$ cat src/rtl/seq_div8_pkg.sv
// Shared constants for the sequential restoring divider: default width and FSM state encoding.
package seq_div8_pkg;

  localparam int unsigned DEF_WIDTH = 8;

  typedef logic [1:0] state_t;

  localparam state_t IDLE = 2'd0;
  localparam state_t RUN  = 2'd1;
  localparam state_t DONE = 2'd2;

endpackage

$ cat src/rtl/div_sub_step.sv
// Combinational trial subtraction (minuend - subtrahend) with borrow, formed as x + ~y + 1.
module div_sub_step #(
  parameter int unsigned WIDTH = 8
) (
  input  logic [WIDTH-1:0] minuend,
  input  logic [WIDTH-1:0] subtrahend,
  output logic [WIDTH-1:0] difference,
  output logic             borrow
);

  logic [WIDTH:0] full;

  // Widening both operands by a zero bit makes the top result bit the borrow.
  assign full       = {1'b0, minuend} + ~{1'b0, subtrahend} + {{WIDTH{1'b0}}, 1'b1};
  assign difference = full[WIDTH-1:0];
  assign borrow     = full[WIDTH];

endmodule

$ cat src/rtl/seq_div8.sv
// Sequential unsigned restoring divider: one quotient bit per cycle, results held until next DONE.
module seq_div8
  import seq_div8_pkg::*;
#(
  parameter int unsigned WIDTH = DEF_WIDTH
) (
  input  logic             clk,
  input  logic             rst_n,
  input  logic             start,
  input  logic [WIDTH-1:0] dividend,
  input  logic [WIDTH-1:0] divisor,
  output logic             busy,
  output logic             done,
  output logic [WIDTH-1:0] quotient,
  output logic [WIDTH-1:0] remainder,
  output logic             div_by_zero,
  output logic             zero
);

  localparam int unsigned CW = (WIDTH > 1) ? $clog2(WIDTH) : 1;

  state_t           state;
  logic [WIDTH-1:0] dvd;
  logic [WIDTH-1:0] dsr;
  logic [WIDTH-1:0] prem;
  logic [CW-1:0]    cnt;

  logic [WIDTH:0]   shifted;
  logic [WIDTH:0]   quo_shift;
  logic [WIDTH-1:0] sub_diff;
  logic             sub_borrow;
  logic             trial_borrow;
  logic [WIDTH-1:0] step_rem;
  logic [WIDTH-1:0] step_quo;

  assign shifted = {prem, dvd[WIDTH-1]};

  div_sub_step #(
    .WIDTH (WIDTH)
  ) u_sub (
    .minuend    (shifted[WIDTH-1:0]),
    .subtrahend (dsr),
    .difference (sub_diff),
    .borrow     (sub_borrow)
  );

  // A set top bit means the shifted remainder already exceeds any WIDTH-bit divisor.
  always_comb begin
    trial_borrow = sub_borrow & ~shifted[WIDTH];
    step_rem     = trial_borrow ? shifted[WIDTH-1:0] : sub_diff;
    quo_shift    = {dvd, ~trial_borrow};
    step_quo     = quo_shift[WIDTH-1:0];
  end

  assign busy = (state != IDLE);
  assign done = (state == DONE);

  always_ff @(posedge clk or negedge rst_n) begin
    if (!rst_n) begin
      state       <= IDLE;
      dvd         <= '0;
      dsr         <= '0;
      prem        <= '0;
      cnt         <= '0;
      quotient    <= '0;
      remainder   <= '0;
      div_by_zero <= 1'b0;
      zero        <= 1'b1;
    end else begin
      unique case (state)
        IDLE: begin
          if (start) begin
            dvd  <= dividend;
            dsr  <= divisor;
            prem <= '0;
            cnt  <= CW'(WIDTH - 1);
            if (divisor == '0) begin
              state       <= DONE;
              quotient    <= '1;
              remainder   <= dividend;
              div_by_zero <= 1'b1;
              zero        <= 1'b0;
            end else begin
              state <= RUN;
            end
          end
        end
        RUN: begin
          prem <= step_rem;
          dvd  <= step_quo;
          cnt  <= cnt - CW'(1);
          if (cnt == '0) begin
            state       <= DONE;
            quotient    <= step_quo;
            remainder   <= step_rem;
            div_by_zero <= 1'b0;
            zero        <= (step_quo == '0);
          end
        end
        DONE:    state <= IDLE;
        default: state <= IDLE;
      endcase
    end
  end

endmodule
$ cat config.mk
export PLATFORM = sky130hd
export DESIGN_NAME = seq_div8
export DESIGN_NICKNAME = d
export VERILOG_FILES = /design/src/rtl/seq_div8_pkg.sv /design/src/rtl/div_sub_step.sv /design/src/rtl/seq_div8.sv
export SDC_FILE = /design/constraint.sdc
export NUM_CORES = 1
export LEC_CHECK = 0
export ABC_AREA = 0
export CORE_MARGIN = 10
export CORE_UTILIZATION = 58
export DETAILED_ROUTE_END_ITERATION = 16
export HOLD_SLACK_MARGIN = 0.06
export PLACE_DENSITY = 0.83
export RECOVER_POWER = 100
export REMOVE_ABC_BUFFERS = 1
export SLEW_MARGIN = 40
export SYNTH_ARGS = -nofsm -noshare
export SYNTH_HDL_FRONTEND = slang
export SYNTH_SLANG_ARGS = --single-unit
$ cat constraint.sdc
create_clock -name clk -period 4.9 [get_ports clk]
set_input_delay 0.735 -clock clk [delete_from_list [all_inputs] [get_ports clk]]
set_output_delay 0.735 -clock clk [all_outputs]
set_load 0.005 [all_outputs]
# == After elaboration in Yosys (flattened, before gate mapping) ==
# Cells that the tools add are included.
# W data, S select, Z words.
# word_totals
regBits,47
inputBits,19
# op_classes
n_addsub,3
eq_ne,5
n_mux,27
bitwise,4
n_reduce_logical,10
# op_table
op,count
$mux W8,9
$pmux W8 S2,4
$logic_not A8 Y1,2
$add A8 B9 Y9,1
$add A9 B1 Y9 const B,1
$not A8 Y9,1
$mux W1,6
$mux W2,3
$ne A2 B2 Y1 const B,3
$pmux W3 S2,1
$reduce_and A2 Y1,3
$pmux W1 S2,2
$pmux W2 S2,1
$reduce_and A4 Y1,1
$reduce_bool A2 Y1,2
$logic_not A3 Y1,1
$mux W3,1
$sub A3 B1 Y3 const B,1
$eq A2 B1 Y1 const B,1
$eq A2 B2 Y1 const B,1
$logic_not A2 Y1,1
$not A1 Y1,2
$and A1 B1 Y1,1

# == Longest topological paths before layout ==
# Gate-level depths: netlist of run 1.
# logic_depth
ltp_word,8
ltp_mapped,11
mapped_depth_nobuf,9

# == Hierarchy ==
# Synthesis of run 1 repeated with hierarchy kept, for this count alone.
# hier_totals
hier_cells,281
area_unflattened_um2,2596.2
# by_module_without_submodules
mod,n_inst,cells_each,area_each_um2
seq_div8,1,233,2242.2
div_sub_step,1,48,354.1

# == Worst setup path after synthesis of run 1 ==
# No wires, ideal clock.
# synth_timing
path_type,register to register
from,register dvd[7]
to,register remainder[2]
setup_ps,138
t_arrival_ps,2187
setup_slack_ps,2575
stages_incl_launch_ff,12
n_path_buf,2
synth_period_minus_slack_ps,2325
cell_sequence,dfrtp_1 > inv_1 > ha_1 > inv_1 > fa_1 > a211oi_2 > o21ai_1 > a211oi_2 > buf_6 > buf_12 > mux2i_1 > a31oi_1
# synth_between
elab_chain_cells,6
# synth_lines
element,line,text
"start, declared",seq_div8.sv:23,logic [WIDTH-1:0] dvd;
"start signal, assigned",seq_div8.sv:73,dvd <= dividend;
"start signal, assigned",seq_div8.sv:90,dvd <= step_quo;
$add A8 B9 Y9 *,div_sub_step.sv:14,"assign full = {1'b0, minuend} + ~{1'b0, subtrahend} + {{WIDTH{1'b0}}, 1'b1};"
$add A9 B1 Y9 *,div_sub_step.sv:14,
$and A1 B1 Y1,seq_div8.sv:49,trial_borrow = sub_borrow & ~shifted[WIDTH];
$mux W8 *,seq_div8.sv:50,step_rem = trial_borrow ? shifted[WIDTH-1:0] : sub_diff;
$mux W8 *,seq_div8.sv:92,if (cnt == '0) begin
$pmux W8 S2 *,seq_div8.sv:70,unique case (state)
"end signal, assigned",seq_div8.sv:80,remainder <= dividend;
"end signal, assigned",seq_div8.sv:95,remainder <= step_rem;
"end, declared",seq_div8.sv:15,"output logic [WIDTH-1:0] remainder,"
# Mark *: on every way between the ends. The rest lies on a longest branch, timed or not. The select of a mux whose other input is x is not followed.
# A chain may end at the register's enable or synchronous reset.

# == Final worst setup path of run 1 ==
# layout_timing
from,input port divisor[1]
to,register remainder[2]
# layout_between
elab_chain_cells,3
# layout_lines
element,line,text
"start, declared",seq_div8.sv:11,"input logic [WIDTH-1:0] divisor,"
$logic_not A8 Y1,seq_div8.sv:77,if (divisor == '0) begin
$ne A2 B2 Y1 (no line),n/a,
$reduce_and A4 Y1 (no line),n/a,
# No other way between the ends.

==> summary.md, run 1 <==
| Metric | Value |
|---|---|
| Outcome | finished with violations |
| Failing checks | max-capacitance violations, max-slew violations |
| Final WS setup | 1.34 ns |
| Synth Register Bits | 47 |
| Largest net degree at the start of global routing | 48 |
| Logic pwr share | 0.546 |
| Cell total after placement | 357 |
| Clk buf depth | 2 |
| Nets | 342 |
| Synth warn | 0 |
| Reg area | 1180 um^2 |
| Die X | 86.2 um |
| Max Cap Viol | 2 |
| Switch Pwr | 0.000965 W |
| Root Driver | clkbuf_8 |
| Mapped Cells | 280 |
| Leading cell type in the layout, fill and taps excluded | dfrtp_1 |
| Drt first pass iters | 4 |
| Crit Path Max Fanout | 28 |
| Post_cts resized | 0 |
| DIE HEIGHT | 86.2 um |
| Tot GR Track Use | 0.176 |
| Post-route ant nets | 0 |
| Core box area | 4290 um^2 |
| I/O Buffers | 38 |
| Detailed-placement wirelength estimate | 4520 um |
| Endpoints failing setup | 0 |
| Commonest non-fill, non-tap cells in the layout | dfrtp_1, nand2_1, nor2_1 |
| First-pass GRT wire length | 10700 um |
| Cts-stage hold buffer count | 0 |
| Multi-input gate area | 1210 um^2 |
| # fillers | 354 |
| Area Overhead vs Synth | 18.3% |
| Std-Cell Rows | 24 |
| Post-synth EDFFs | 0 |
| Sequential cell area fraction in the yosys report | 0.463 |
| Via count | 2198 |
| Synth async-reset ratio | 1.00 |
| Clk pin slew, worst setup/hold paths | 0.09 ns |
| Int Pwr | 0.00125 W |
| Finished Layout Cells | 365 |
| Clock share of power | 0.131 |
| Slew Viols, Final | 77 |
| Slew HR | -0.632 |
| Total die area | 7430 um^2 |
| Mapped cell area | 2540 um^2 |
| Library cells used by synthesis | 48 |
| Clock skew after layout | 0.00396 ns |
| CTS tree | yes |
| Total Neg Setup Slack | 0 ns |
| Gpl congestion | 0.808 |
| Initial antenna violation count | 0 |
| Ys flop type | dfrtp_1 |
| Post-CTS Setup Repair Bufs | 0 |
| Grt ovf | 0 |
| Initial core utilization | 0.592 |
| Routed wire per std cell | 17.4 um |
| DR iter-0 viols | 250 |
| Max Freq | 0.281 GHz |
| H-tree depth | 2 |
| Final Critical Period | 3.56 ns |
| Max rail drop VDD | 0.000410 V |
| Clk Latency, worst-skew pair | 0.31 ns |
| Power Density | 736 nW/um^2 |
| Final period util | 0.727 |
| Crit path DAT | 3.78 ns |
| CP startpoint kind | input pin |
| Setup CP Type | in2reg |
| Reg power frac | 0.322 |
| DRC viols | 0 |
| Worst hold path type | reg2reg |
| Vias/cell | 6.02 |
| Sw Share | 0.436 |
| Worst Path Required | 5.12 ns |
| CTS Sinks | 47 |
| Final Hold Fails | 0 |
| Num ports | 39 |
| CTS Buf Count | 5 |
| Hold_ws | 0.489 ns |
| Vias in the first global route | 2240 |
| Average size of a mapped cell | 9.08 um^2 |
| Worst Setup End Kind | flop |
| Routed WL | 6360 um |
| Total power | 0.00221 W |
| Antenna diodes | 0 |
| Setup slack at placement | 2.05 ns |
| Fraction of layout cells with a size suffix above 1 | 0.0639 |
| Leakage | 1.29 nW |
| Unrepaired setup endpoints after global routing | false |
| Slew at the pin with the worst max-slew slack | 2.45 ns |
[state kept, by name, indices dropped and copies added (netlist names)]
| register | cells |
|---|---|
| quotient | 8 |
| div_by_zero | 1 |
| dvd | 8 |
| zero | 1 |
| remainder | 8 |
| dsr | 8 |
| prem | 8 |
| cnt | 3 |
| state | 2 |
[critical path, stage by stage]
cell,delay [ns]
dlygate4sd3_1,0.56
nor4_1,0.39
a21oi_1,0.23
nor2b_1,1.42
mux2i_1,0.20
a31oi_1,0.23
[final timing paths]
check / depth (start not counted) / start / slack [ns] / end
setup / recovery: 6 / divisor[1] / 1.34 / remainder[2]
hold / removal: 2 / zero / 0.49 / zero
setup reg to reg: 10 / dvd[7] / 1.51 / remainder[4]
hold reg to reg: 2 / zero / 0.49 / zero
max in group asynchronous: 1 / rst_n / 2.34 / dsr[3]
min in group asynchronous: 1 / rst_n / 1.17 / quotient[6]
[cell usage after synthesis (2+ instances only)]
| master | number | area share |
|---|---|---|
| o21a_1 | 3 | 0.0089 |
| a31oi_1 | 12 | 0.030 |
| a211oi_1 | 2 | 0.0059 |
| ha_1 | 10 | 0.049 |
| and3_1 | 3 | 0.0074 |
| or4_1 | 2 | 0.0059 |
| o21ai_1 | 3 | 0.0059 |
| a211o_1 | 4 | 0.014 |
| dfrtp_1 | 46 | 0.45 |
| mux2i_1 | 2 | 0.0079 |
| o21ai_0 | 18 | 0.035 |
| buf_2 | 5 | 0.0098 |
| clkbuf_1 | 8 | 0.012 |
| or3_1 | 2 | 0.0049 |
| a21oi_1 | 11 | 0.022 |
| nor4_1 | 2 | 0.0049 |
| nand2_1 | 41 | 0.061 |
| inv_1 | 14 | 0.021 |
| nor2b_1 | 3 | 0.0074 |
| o32a_1 | 5 | 0.020 |
| nor2_1 | 39 | 0.058 |
| a21oi_2 | 3 | 0.010 |
| nor3_1 | 4 | 0.0079 |
| a32oi_1 | 2 | 0.0069 |
| or2_2 | 3 | 0.0074 |
| nand2b_1 | 5 | 0.012 |
| nand3_1 | 5 | 0.0098 |
| nand3b_1 | 2 | 0.0059 |
| a211oi_2 | 2 | 0.0098 |
[through the flow]
stage / util / cell area (um^2)
after CTS: 0.708 / 3040
after floorplan: - / 2460
after detailed placement: 0.682 / 2930
final: 0.700 / 3010
after global routing: 0.700 / 3010
after global placement: 0.679 / 2910
[power by group through the flow]
stage | combinational (W) | sequential (W) | clock (W)
finish | 0.00121 | 0.000713 | 0.000290
global route | 0.00137 | 0.000736 | 0.000308
CTS | 0.00128 | 0.000714 | 0.000291
detailed placement | 0.00127 | 0.000720 | 0
global placement | 0.00122 | 0.000710 | 0
floorplan | 0.000859 | 0.000683 | 0
[kinds of logic (layout without fill, tap and decap cells)]
kind of cell	after synthesis	after routing	synth area share
buffers and inverters	29	62	0.0546
AOI/OAI and AO/OA	72	72	0.198
DFF	47	47	0.463
muxes	3	3	0.0123
xor gates and xnor gates	2	2	0.00689
and+or+nand+nor	116	116	0.208
adders and majority gates	11	11	0.0571
[area by class of cell]
cell class,instances,area share
multi-input cells,204,0.404
flip-flops and latches,47,0.392
repair buffers,40,0.128
clock buffers,5,0.0229
well taps,52,0.0216
inverters,14,0.0175
clock inverters,3,0.0146
[routing by layer]
metal / vias to the layer above / part of all wire / global-route usage
li1: 1045 / - / -
met1: 1057 / 0.42 / 0.221
met2: 78 / 0.48 / 0.277
met3: 18 / 0.068 / 0.0488
met4: 0 / 0.029 / 0.0766
met5: - / 0 / 0
Note: power is estimated with default switching activity, not from simulation.
==> inputs of run 2 (changes only) <==
CORE_UTILIZATION = 54   (was 58)
PLACE_DENSITY = 0.78   (was 0.83)
clock period = 3.6 ns   (was 4.9 ns; I/O delays follow)
==> run 2 against run 1 <==
Net effect:
- the run still ends with max-capacitance violations, max-slew violations left
- worst setup slack worse by 0.74 ns
- first-iteration DRC count is 16% lower
- final area is 0.17% higher
- worst hold slack worse by 0.0028 ns
- sequential share of layout area is 0.065 points lower
- clock-buffer cell count is 1 higher
- critical path depth is 1 higher
==> summary.md, run 2 (same netlist as run 1, synthesis figures left out) <==
| Metric | Value |
|---|---|
| Outcome | finished with violations |
| Failing checks | max-capacitance violations, max-slew violations |
| Unrepaired setup endpoints after global routing | false |
| Std-Cell Rows | 24 |
| Max rail drop VDD | 0.000522 V |
| Clk Latency, worst-skew pair | 0.30 ns |
| Switch Pwr | 0.00128 W |
| Worst Path Required | 3.83 ns |
| Initial antenna violation count | 0 |
| Post-CTS Setup Repair Bufs | 0 |
| Int Pwr | 0.00168 W |
| Clk buf depth | 2 |
| Vias in the first global route | 2101 |
| Routed wire per std cell | 16.2 um |
| Critical-path top delay cell | nor2b_1 |
| First-pass GRT wire length | 10100 um |
| Setup CP Type | in2reg |
| Crit Path Max Fanout | 15 |
| Clock skew after layout | 0.0133 ns |
| Tot GR Track Use | 0.161 |
| Final period util | 0.834 |
| Total Neg Setup Slack | 0 ns |
| H-tree depth | 2 |
| CTS tree | yes |
| Drt first pass iters | 4 |
| Hold_ws | 0.486 ns |
| CP startpoint kind | input pin |
| Core box area | 4440 um^2 |
| Logic pwr share | 0.560 |
| Routed WL | 5960 um |
| Crit path DAT | 3.23 ns |
| Final Critical Period | 3.00 ns |
| Total die area | 7850 um^2 |
| DIE HEIGHT | 88.6 um |
| Layout Utilization | 0.678 |
| Root Driver | clkbuf_8 |
| Grt ovf | 0 |
| Fraction of layout cells with a size suffix above 1 | 0.0694 |
| Leakage | 1.29 nW |
| Slew at the pin with the worst max-slew slack | 2.43 ns |
| Area Overhead vs Synth | 18.5% |
| Cts-stage hold buffer count | 0 |
| Slew HR | -0.621 |
| Vias/cell | 5.86 |
| Num ports | 39 |
| Post_cts resized | 0 |
| Endpoints failing setup | 0 |
| CTS Buf Count | 5 |
| Final Hold Fails | 0 |
| Post-route ant nets | 0 |
| Via count | 2163 |
| Die X | 88.6 um |
| Gpl congestion | 0.823 |
| Max Cap Viol | 1 |
| Max Freq | 0.333 GHz |
| Antenna diodes | 0 |
| Commonest non-fill, non-tap cells in the layout | dfrtp_1, nand2_1, nor2_1 |
| Reg power frac | 0.326 |
| Initial core utilization | 0.572 |
| Worst Setup End Kind | flop |
| CP Cell Sequence | dlygate4sd3_1 > nor4_1 > a21oi_1 > nor2b_1 > buf_4 > nor2_1 > a21oi_1 |
| Nets | 346 |
| Detailed-placement wirelength estimate | 4500 um |
| Clock share of power | 0.114 |
| Worst hold path type | reg2reg |
| Most common cell on crit path | a21oi_1 |
| Worst path max stage delay | 0.85 ns |
| Clk pin slew, worst setup/hold paths | 0.09 ns |
| Leading cell type in the layout, fill and taps excluded | dfrtp_1 |
| CTS Sinks | 47 |
| Slew Viols, Final | 48 |
| Largest net degree at the start of global routing | 48 |
| DR iter-0 viols | 211 |
| I/O Buffers | 38 |
| DRC viols | 0 |
| Cell total after placement | 361 |
| Finished Layout Cells | 369 |
| Sw Share | 0.432 |
| Power Density | 983 nW/um^2 |
run 2: per-stage QoR:
| step | setup slack, ns | cell area (um^2) | total power (W) |
|---|---|---|---|
| final | 0.598 | 3010 | 0.00296 |
| after global routing | 0.409 | 3010 | 0.00324 |
| after CTS | 0.960 | 3050 | 0.00308 |
| after detailed placement | 0.765 | 2950 | 0.00273 |
| after global placement | 0.858 | 2940 | 0.00268 |
| after floorplan | 0.889 | 2460 | 0.00210 |
run 2: path summary, 6_finish.rpt:
path	start	endpoint	slack, ns	cells after the start
setup / recovery	divisor[5]	quotient[1]	0.60	7
hold / removal	zero	zero	0.49	2
setup reg to reg	dvd[7]	remainder[4]	0.68	10
hold reg to reg	zero	zero	0.49	2
max in group asynchronous	rst_n	dsr[0]	1.24	1
min in group asynchronous	rst_n	dsr[4]	0.97	1
run 2: power groups by stage:
stage	sequential, W	clock [W]	combinational (W)
after floorplan	0.000929	0	0.00117
after global placement	0.000970	0	0.00171
after detailed placement	0.000978	0	0.00175
after CTS	0.000968	0.000349	0.00176
after global routing	0.000995	0.000371	0.00188
final	0.000965	0.000337	0.00166
run 2: critical path, delay by kind of cell:
family,cells,cell delay (ns)
compound gates,2,0.36
buf+inv,2,0.89
simple gates,3,1.43
run 2: layout make-up:
| type | instances | area [um^2] |
|---|---|---|
| fill | 363 | 1430 |
| sequential | 47 | 1180 |
| clock buffer | 6 | 82.6 |
| inverter | 14 | 52.6 |
| clock inverter | 2 | 16.3 |
| tap | 52 | 65.1 |
| timing repair buffer | 44 | 415 |
| multi-input combinational | 204 | 1200 |
run 2: metal layers:
metal	global-route usage	vias to the layer above	wire length, um
met5	0	-	0
met4	0.0382	0	51
met3	0.0404	6	345
met2	0.254	57	2800
met1	0.218	1042	2770
li1	-	1058	-
